**config.mk**
```make
export PLATFORM = sky130hd
export DESIGN_NAME = elastic_stage_register
export DESIGN_NICKNAME = d
export VERILOG_FILES = /design/src/rtl/elastic_stage_register_pkg.sv /design/src/rtl/elastic_stage_register_stage_entry.sv /design/src/rtl/elastic_stage_register.sv
export SDC_FILE = /design/constraint.sdc
export NUM_CORES = 1
export LEC_CHECK = 0
export ABC_CLOCK_PERIOD_IN_PS = 1800
export CORE_ASPECT_RATIO = 0.8
export CORE_MARGIN = 2
export CORE_UTILIZATION = 44
export CTS_CLUSTER_SIZE = 8
export DETAILED_ROUTE_END_ITERATION = 10
export PLACE_DENSITY = 0.86
export SYNTH_ARGS = -nofsm -noshare
export SYNTH_HDL_FRONTEND = slang
export SYNTH_SLANG_ARGS = --single-unit
```
**constraint.sdc**
```tcl
create_clock -name clk -period 1.8 [get_ports clk]
set_input_delay 0.36 -clock clk [delete_from_list [all_inputs] [get_ports clk]]
set_output_delay 0.36 -clock clk [all_outputs]
set_load 0.02 [all_outputs]
```
**src/rtl/elastic_stage_register_pkg.sv**
```systemverilog
// Shared pipeline constants: control-bundle layout, per-boundary NOP controls,
// stage occupancy encoding and the saturating flush-kill helper.
package elastic_stage_register_pkg;

  localparam int unsigned DATA_W_DEF = 64;
  localparam int unsigned CTRL_W_DEF = 16;
  localparam int unsigned OCC_W      = 2;
  localparam int unsigned KILL_W     = 8;
  localparam int unsigned KILL_SUM_W = KILL_W + 1;
  localparam int unsigned OPCODE_W   = 7;
  localparam int unsigned ALU_OP_W   = 4;

  typedef struct packed {
    logic [OPCODE_W-1:0] opcode;
    logic                reg_write;
    logic                mem_read;
    logic                mem_write;
    logic                branch;
    logic                jump;
    logic [ALU_OP_W-1:0] alu_op;
  } ctrl_bundle_t;

  localparam logic [OPCODE_W-1:0] NOP_OPCODE = 7'h13;

  // Each pipeline boundary gets its own bubble control value.
  localparam ctrl_bundle_t IF_ID_NOP_CTRL  = '{opcode: NOP_OPCODE, default: '0};
  localparam ctrl_bundle_t ID_EX_NOP_CTRL  = '{opcode: NOP_OPCODE, default: '0};
  localparam ctrl_bundle_t EX_MEM_NOP_CTRL = '{opcode: NOP_OPCODE, default: '0};
  localparam ctrl_bundle_t MEM_WB_NOP_CTRL = '{opcode: NOP_OPCODE, default: '0};

  typedef enum logic [OCC_W-1:0] {
    OCC_EMPTY = 2'd0,
    OCC_ONE   = 2'd1,
    OCC_FULL  = 2'd2
  } occ_state_e;

  function automatic logic [KILL_W-1:0] kill_sat_add(input logic [KILL_W-1:0] cnt,
                                                     input logic [OCC_W-1:0]  n);
    logic [KILL_SUM_W-1:0] sum;
    sum = {1'b0, cnt} + KILL_SUM_W'(n);
    return sum[KILL_W] ? {KILL_W{1'b1}} : sum[KILL_W-1:0];
  endfunction

endpackage

```
**src/rtl/elastic_stage_register_stage_entry.sv**
```systemverilog
// One held pipeline entry: valid flag plus ctrl/data, reading NOP values when empty.
module stage_entry
  import elastic_stage_register_pkg::*;
#(
  parameter int unsigned       CTRL_W   = CTRL_W_DEF,
  parameter int unsigned       DATA_W   = DATA_W_DEF,
  parameter logic [CTRL_W-1:0] NOP_CTRL = '0,
  parameter logic [DATA_W-1:0] NOP_DATA = '0
) (
  input  logic              clk,
  input  logic              reset_n,
  input  logic              clear,
  input  logic              load,
  input  logic [CTRL_W-1:0] load_ctrl,
  input  logic [DATA_W-1:0] load_data,
  output logic              valid,
  output logic [CTRL_W-1:0] ctrl,
  output logic [DATA_W-1:0] data
);

  always_ff @(posedge clk) begin
    if (!reset_n || clear) begin
      valid <= 1'b0;
      ctrl  <= NOP_CTRL;
      data  <= NOP_DATA;
    end else if (load) begin
      valid <= 1'b1;
      ctrl  <= load_ctrl;
      data  <= load_data;
    end
  end

endmodule

```
**src/rtl/elastic_stage_register.sv**
```systemverilog
// Pipeline boundary register: two-entry skid buffer (SKID=1) or single-entry
// register (SKID=0), with flush and a saturating count of flushed entries.
module elastic_stage_register
  import elastic_stage_register_pkg::*;
#(
  parameter int unsigned       DATA_W   = DATA_W_DEF,
  parameter int unsigned       CTRL_W   = CTRL_W_DEF,
  parameter logic [CTRL_W-1:0] NOP_CTRL = '0,
  parameter logic [DATA_W-1:0] NOP_DATA = '0,
  parameter bit                SKID     = 1'b1
) (
  input  logic              clk,
  input  logic              reset_n,
  input  logic              flush,
  input  logic              in_valid,
  output logic              in_ready,
  input  logic [CTRL_W-1:0] in_ctrl,
  input  logic [DATA_W-1:0] in_data,
  output logic              out_valid,
  input  logic              out_ready,
  output logic [CTRL_W-1:0] out_ctrl,
  output logic [DATA_W-1:0] out_data,
  output logic [OCC_W-1:0]  occupancy,
  output logic [KILL_W-1:0] flush_kills
);

  occ_state_e        state_q, state_d;
  logic              in_ready_q;
  logic [KILL_W-1:0] kills_q;

  logic              main_valid, skid_valid;
  logic [CTRL_W-1:0] main_ctrl, skid_ctrl, main_ctrl_in;
  logic [DATA_W-1:0] main_data, skid_data, main_data_in;
  logic              accept, send;
  logic              main_load, main_clear, main_from_skid, skid_load, skid_clear;

  // Skid mode breaks the out_ready -> in_ready path; register mode keeps it.
  assign in_ready = SKID ? in_ready_q : (!main_valid || out_ready);
  assign accept   = in_valid && in_ready;
  assign send     = main_valid && out_ready;

  assign main_ctrl_in = main_from_skid ? skid_ctrl : in_ctrl;
  assign main_data_in = main_from_skid ? skid_data : in_data;

  // Next occupancy and entry moves; flush wins over both handshakes.
  always_comb begin
    state_d        = state_q;
    main_load      = 1'b0;
    main_clear     = 1'b0;
    main_from_skid = 1'b0;
    skid_load      = 1'b0;
    skid_clear     = 1'b0;
    if (flush) begin
      state_d    = OCC_EMPTY;
      main_clear = 1'b1;
      skid_clear = 1'b1;
    end else begin
      case (state_q)
        OCC_EMPTY: begin
          if (accept) begin
            state_d   = OCC_ONE;
            main_load = 1'b1;
          end
        end
        OCC_ONE: begin
          if (accept && !send) begin
            state_d   = OCC_FULL;
            skid_load = 1'b1;
          end else if (send && !accept) begin
            state_d    = OCC_EMPTY;
            main_clear = 1'b1;
          end else if (accept && send) begin
            main_load = 1'b1;
          end
        end
        OCC_FULL: begin
          if (send) begin
            state_d        = OCC_ONE;
            main_load      = 1'b1;
            main_from_skid = 1'b1;
            skid_clear     = 1'b1;
          end
        end
        default: begin
          state_d    = OCC_EMPTY;
          main_clear = 1'b1;
          skid_clear = 1'b1;
        end
      endcase
    end
  end

  always_ff @(posedge clk) begin
    if (!reset_n) begin
      state_q    <= OCC_EMPTY;
      in_ready_q <= 1'b1;
      kills_q    <= '0;
    end else begin
      state_q    <= state_d;
      in_ready_q <= (state_d != OCC_FULL);
      if (flush) kills_q <= kill_sat_add(kills_q, OCC_W'(state_q));
    end
  end

  stage_entry #(
    .CTRL_W(CTRL_W), .DATA_W(DATA_W), .NOP_CTRL(NOP_CTRL), .NOP_DATA(NOP_DATA)
  ) u_main (
    .clk      (clk),
    .reset_n  (reset_n),
    .clear    (main_clear),
    .load     (main_load),
    .load_ctrl(main_ctrl_in),
    .load_data(main_data_in),
    .valid    (main_valid),
    .ctrl     (main_ctrl),
    .data     (main_data)
  );

  if (SKID) begin : g_skid
    stage_entry #(
      .CTRL_W(CTRL_W), .DATA_W(DATA_W), .NOP_CTRL(NOP_CTRL), .NOP_DATA(NOP_DATA)
    ) u_skid (
      .clk      (clk),
      .reset_n  (reset_n),
      .clear    (skid_clear),
      .load     (skid_load),
      .load_ctrl(in_ctrl),
      .load_data(in_data),
      .valid    (skid_valid),
      .ctrl     (skid_ctrl),
      .data     (skid_data)
    );
  end else begin : g_no_skid
    assign skid_valid = 1'b0;
    assign skid_ctrl  = NOP_CTRL;
    assign skid_data  = NOP_DATA;
  end

  assign out_valid   = main_valid;
  assign out_ctrl    = main_ctrl;
  assign out_data    = main_data;
  assign occupancy   = OCC_W'(main_valid) + OCC_W'(skid_valid);
  assign flush_kills = kills_q;

endmodule

```
Word-level counts from Yosys, hierarchy flattened
Cells that the tools add are included.
{"block": "totals", "regBits": 173, "inputBits": 85, "out_inout_bits": 92, "word_cells": 54}
{"block": "op_classes", "add_sub_neg": 2, "n_eq_ne": 3, "muxes": 27, "reduce_logical": 13}
{"op": "$mux W64", "n": 1}
{"op": "$mux W16", "n": 1}
{"op": "$mux W1", "n": 15}
{"op": "$mux W2", "n": 5}
{"op": "$add A8 B2 Y9", "n": 1}
{"op": "$mux W8", "n": 1}
{"op": "$pmux W2 S3", "n": 1}
{"op": "$logic_and A1 B1 Y1", "n": 5}
{"op": "$pmux W1 S2", "n": 2}
{"op": "$reduce_or A2 Y1", "n": 2}
{"op": "$logic_not A1 Y1", "n": 3}
{"op": "$pmux W1 S3", "n": 1}
{"op": "$add A1 B1 Y2", "n": 1}
{"op": "$eq A2 B1 Y1 const B", "n": 1}
{"op": "$eq A2 B2 Y1 const B", "n": 1}
{"op": "$logic_not A2 Y1", "n": 1}
{"op": "$logic_or A1 B1 Y1", "n": 2}
{"op": "$ne A2 B2 Y1 const B", "n": 1}

Logic depth before layout (Yosys ltp)
{"block": "logic_depth", "word_depth": 8, "ltp_mapped": 7, "mapped_depth_nobuf": 7}

By module
A second synthesis with hierarchy kept.
{"block": "unflattened", "cells_unflattened": 685, "area_unflattened_um2": 7453.4}
{"mod": "stage_entry", "instances": 2, "cells_per_inst": 262, "area_per_inst_um2": 2912.8, "seq_area_each_um2": 1621.6}
{"mod": "elastic_stage_register", "instances": 1, "cells_per_inst": 161, "area_per_inst_um2": 1627.8, "seq_area_each_um2": 220.2}

Least setup slack after synthesis
OpenSTA, ideal clock, no wires.
{"block": "synth_path", "kind": "reg2reg", "start": "reg kills_q[0] (netlist: flush_kills[0])", "end": "reg kills_q[0] (netlist: flush_kills[0])", "setup_ps": 76, "arrival_time_ps": 1847, "required_time_ps": 1724, "setup_slack_ps": -123, "stages_incl_launch_ff": 8, "n_path_buf": 0, "synth_period_minus_slack_ps": 1923, "path_cell_list": "dfxtp_1 -> ha_1 -> inv_1 -> fa_1 -> and3b_1 -> nand3_1 -> or2_1 -> a21boi_0"}
{"block": "synth_via", "elab_chain_cells": 2}
{"item": "start: declaration", "line": "elastic_stage_register.sv:29", "rtl": "logic [KILL_W-1:0] kills_q;"}
{"item": "start signal: assignment", "line": "elastic_stage_register.sv:101", "rtl": "if (flush) kills_q <= kill_sat_add(kills_q, OCC_W'(state_q));"}
{"item": "$add A8 B2 Y9", "line": "elastic_stage_register_pkg.sv:40", "rtl": "sum = {1'b0, cnt} + KILL_SUM_W'(n);"}
{"item": "$mux W8", "line": "elastic_stage_register_pkg.sv:41", "rtl": "return sum[KILL_W] ? {KILL_W{1'b1}} : sum[KILL_W-1:0];"}
Every way passes these cells.
A chain may end at the register's enable or synchronous reset.

Worst setup path after layout
{"block": "layout_path", "start": "reg u_main.data[59]", "end": "out out_data[59]"}
{"item": "start: declaration", "line": "elastic_stage_register_stage_entry.sv:18", "rtl": "output logic [DATA_W-1:0] data"}
{"item": "start signal: assignment", "line": "elastic_stage_register_stage_entry.sv:29", "rtl": "data <= load_data;"}
{"item": "end: declaration", "line": "elastic_stage_register.sv:22", "rtl": "output logic [DATA_W-1:0] out_data,"}
No word-level cell between the ends.

==> insert_results.sql <==
INSERT INTO impl_metrics (metric_group, metric, value, unit) VALUES
('critical_path', 'slowest_delay', '620', 'ps'),
('pwr', 'p_leak', '0.00359', 'uW'),
('timing', 'fin_crit', '1760', 'ps'),
('timing', 'max_slew.worst_pin.slew', '303', 'ps'),
('critical_path', 'r2r-end', 'flush_kills[1]', ''),
('place', 'placedInstanceArea', '9230', 'um2'),
('clock_network', 'tritoncts_num_sinks', '173', ''),
('global_route', 'met1_usage', '26.7', '%'),
('timing', 'setup_viol_count_final', '0', ''),
('outcome', 'run_status', 'complete, no violations', ''),
('global_route', 'grt_start_max_net_pins', '53', ''),
('route', 'routed-via-count', '6080', ''),
('logic_synthesis', 'dominant_combinational_cell_family_by_area_after_synthesis', 'compound AO/OA/AOI/OAI gates', ''),
('finish', 'layout_fillers', '1298', ''),
('critical_path', 'launch_point_of_the_worst_path', 'u_main.data[59]', ''),
('global_route', 'grt_antenna_before_repair', '0', ''),
('pwr', 'ir_drop', '0.624', 'mV'),
('critical_path', 'timing.critical_path.to_type', 'output port', ''),
('logic_synthesis', 'post_synth_inst_count', '777', ''),
('timing', 'setup_repair_after_global_routing_missed_its_margin', 'yes', ''),
('critical_path', 'worst-path-buf-inv', '1', ''),
('critical_path', 'endpoint', 'out_data[59]', ''),
('route', 'drc', '0', ''),
('job', 'cap_violations', '0', ''),
('critical_path', 'r2r_slack', '50', 'ps'),
('floorplan', 'rows', '41', ''),
('place', 'dpl.hpwl', '12.1', 'mm'),
('logic_synthesis', 'synth.ff_latch_count', '173', ''),
('logic_synthesis', 'synth_compound_gate_area_share', '17.9', '%'),
('logic_synthesis', 'synth_enable_flop_cells', '0', ''),
('finish', 'final-seq-area', '3470', 'um2'),
('finish', 'layout-area-overhead-vs-synth', '40.4', '%'),
('critical_path', 'worstSetupPathDepth', '1', ''),
('logic_synthesis', 'area_fraction_in_and_or_nand_and_nor_cells_after_synthesis', '15.6', '%'),
('timing', 'final_min_period_over_clock_period', '98.0', '%'),
('finish', 'antenna_cells_inserted', '0', ''),
('floorplan', 'io_pins', '177', ''),
('logic_synthesis', 'synth_flop_cell', 'sky130_fd_sc_hd__dfxtp_1', ''),
('clock_network', 'cts_inserted_buffers', '17', ''),
('route', 'avg_vias_per_cell', '5.16', ''),
('clock_network', 'clock_tree.buffer_depth', '2', ''),
('global_route', 'grt_use_met3', '7.67', '%'),
('global_route', 'busiest_layer', 'met2', ''),
('finish', 'design.final.nets', '1039', ''),
('global_route', 'number_of_global_route_vias_before_repair', '5880', ''),
('place', 'buffer_ports.inserted', '176', ''),
('critical_path', 'worstRegToRegCells', '7', ''),
('logic_synthesis', 'synth-seq-area-share', '49.1', '%'),
('timing', 'finalHoldViolCount', '0', ''),
('clock_network', 'clkSlewWorstSetupHoldPaths', '70', 'ps'),
('clock_network', 'worst_skew_pair.late_latency', '420', 'ps'),
('logic_synthesis', 'synth_most_common_cell', 'sky130_fd_sc_hd__dfxtp_1', ''),
('logic_synthesis', 'synth.top_cells.by_count', 'sky130_fd_sc_hd__dfxtp_1 (173), sky130_fd_sc_hd__nand2_1 (168), sky130_fd_sc_hd__a21oi_1 (84), sky130_fd_sc_hd__nor2_1 (84), sky130_fd_sc_hd__mux2i_1 (81)', ''),
('logic_synthesis', 'synth_top_cell_by_area', 'sky130_fd_sc_hd__dfxtp_1', ''),
('clock_network', 'tritoncts', 'built', ''),
('logic_synthesis', 'ys.warnings.count', '0', ''),
('finish', 'multiInputGateArea', '3320', 'um2'),
('route', 'routed_wirelength', '18.6', 'mm'),
('min_path', 'worstHoldPathType', 'reg -> reg', ''),
('logic_synthesis', 'postSynth.asyncResetShare', '0', '%'),
('clock_network', 'post_cts_repair_timing_setup_buffer_count', '0', ''),
('critical_path', 'crit_fanout', '2', ''),
('place', 'finalWeightedCongestion', '0.822', ''),
('logic_synthesis', 'syn_area_per_cell', '9.07', 'um2'),
('critical_path', 'worst-endpoint-arrival', '1400', 'ps'),
('timing', 'maxSlewHeadroom', '79.8', '%'),
('route', 'routedWlPerCell', '15.8', 'um'),
('logic_synthesis', 'synth_area', '7050', 'um2'),
('global_route', 'gr-usage-all-layers', '21.5', '%'),
('logic_synthesis', 'largest_cells_by_area_after_synthesis', 'sky130_fd_sc_hd__dfxtp_1 (49%), sky130_fd_sc_hd__mux2i_1 (12%), sky130_fd_sc_hd__nand2_1 (8.9%)', ''),
('global_route', 'grt_first_pass_wirelength', '29.3', 'mm');
==> cell type report <==
cell class | instances | area share, %
sequential | 173 | 35.1
multi-input combinational | 539 | 33.6
timing repair buffer | 213 | 22.4
clock buffer | 18 | 4.44
tap | 215 | 2.72
clock inverter | 14 | 1.58
inverter | 6 | 0.228
==> metal layers <==
metal	routed length (um)	part of all wire (%)
met5	0	0
met4	127	0.68
met3	1280	6.9
met2	8880	48
met1	8320	45
==> power by group <==
| group | internal (uW) | total [uW] | switching, uW |
|---|---|---|---|
| clock | 2110 | 3710 | 1600 |
| sequential | 3940 | 4000 | 64.1 |
| combinational | 520 | 1090 | 570 |
| total | 6570 | 8800 | 2230 |
==> cell families after synthesis <==
| kind of cell | Yosys count |
|---|---|
| xor gates and xnor gates | 3 |
| buffers and inverters | 65 |
| AOI/OAI and AO/OA | 180 |
| DFF | 173 |
| adders and majority gates | 4 |
| and+or+nand+nor | 271 |
| muxes | 81 |
==> cell usage in the layout (no fill, tap or decap), types with 2 or more instances in the layout <==
cell type / count
sky130_fd_sc_hd__dfxtp_1: 168
sky130_fd_sc_hd__nand2_1: 167
sky130_fd_sc_hd__clkdlybuf4s50_1: 154
sky130_fd_sc_hd__a21oi_1: 84
sky130_fd_sc_hd__nor2_1: 84
sky130_fd_sc_hd__mux2i_1: 81
sky130_fd_sc_hd__a211oi_1: 60
sky130_fd_sc_hd__buf_4: 24
sky130_fd_sc_hd__a211oi_2: 20
sky130_fd_sc_hd__clkbuf_16: 17
sky130_fd_sc_hd__dlymetal6s2s_1: 13
sky130_fd_sc_hd__buf_12: 12
sky130_fd_sc_hd__dlygate4sd2_1: 9
sky130_fd_sc_hd__inv_1: 6
sky130_fd_sc_hd__a21boi_2: 6
sky130_fd_sc_hd__dfxtp_2: 4
sky130_fd_sc_hd__o21ai_0: 3
sky130_fd_sc_hd__inv_6: 3
sky130_fd_sc_hd__clkinv_2: 3
sky130_fd_sc_hd__and2_1: 2
sky130_fd_sc_hd__nand3_1: 2
sky130_fd_sc_hd__xnor2_1: 2
sky130_fd_sc_hd__ha_1: 2
sky130_fd_sc_hd__inv_8: 2
sky130_fd_sc_hd__clkinvlp_4: 2
sky130_fd_sc_hd__bufinv_16: 2
sky130_fd_sc_hd__clkinv_4: 2
==> through the flow <==
| step | TNS (ps) | cells | util [%] | worst slack [ps] | hold WS (ps) |
|---|---|---|---|---|---|
| after global routing | -31.7 | 1178 | 63.0 | -16.3 | 472 |
| after global placement | -35170 | 1146 | 58.8 | -250 | 441 |
| after detailed placement | -42300 | 1146 | 58.8 | -338 | 446 |
| final | 0 | 1178 | 63.0 | 36.2 | 453 |
| after floorplan | 0 | 777 | - | 15.1 | 436 |
| after CTS | 0 | 1178 | 62.6 | 5.88 | 455 |
==> state kept, by name (all words and copies together) (netlist names) <==
signal and cells:
g_skid.u_skid.data 64, u_main.ctrl 16, g_skid.u_skid.ctrl 16, u_main.valid 1, flush_kills 8, g_skid.u_skid.valid 1
state_q 2, u_main.data 64, in_ready 1
==> worst min-delay path by stage <==
stage | startpoint | end | slack (ps) | cells past startpoint
floorplan | g_skid.u_skid.ctrl[0] | g_skid.u_skid.ctrl[0] | 440 | 2
global placement | g_skid.u_skid.ctrl[6] | g_skid.u_skid.ctrl[6] | 440 | 2
detailed placement | g_skid.u_skid.data[35] | g_skid.u_skid.data[35] | 450 | 2
CTS | g_skid.u_skid.data[59] | g_skid.u_skid.data[59] | 460 | 2
global route | g_skid.u_skid.ctrl[2] | g_skid.u_skid.ctrl[2] | 470 | 2
finish | g_skid.u_skid.data[40] | g_skid.u_skid.data[40] | 450 | 2
==> timing repair <==
item,in CTS,in global routing
setup endpoints to repair,14,21
resized for setup,18,21
hold buffers,0,0
cloned,0,0
pin swaps,0,1
(Power assumes the default switching activity.)
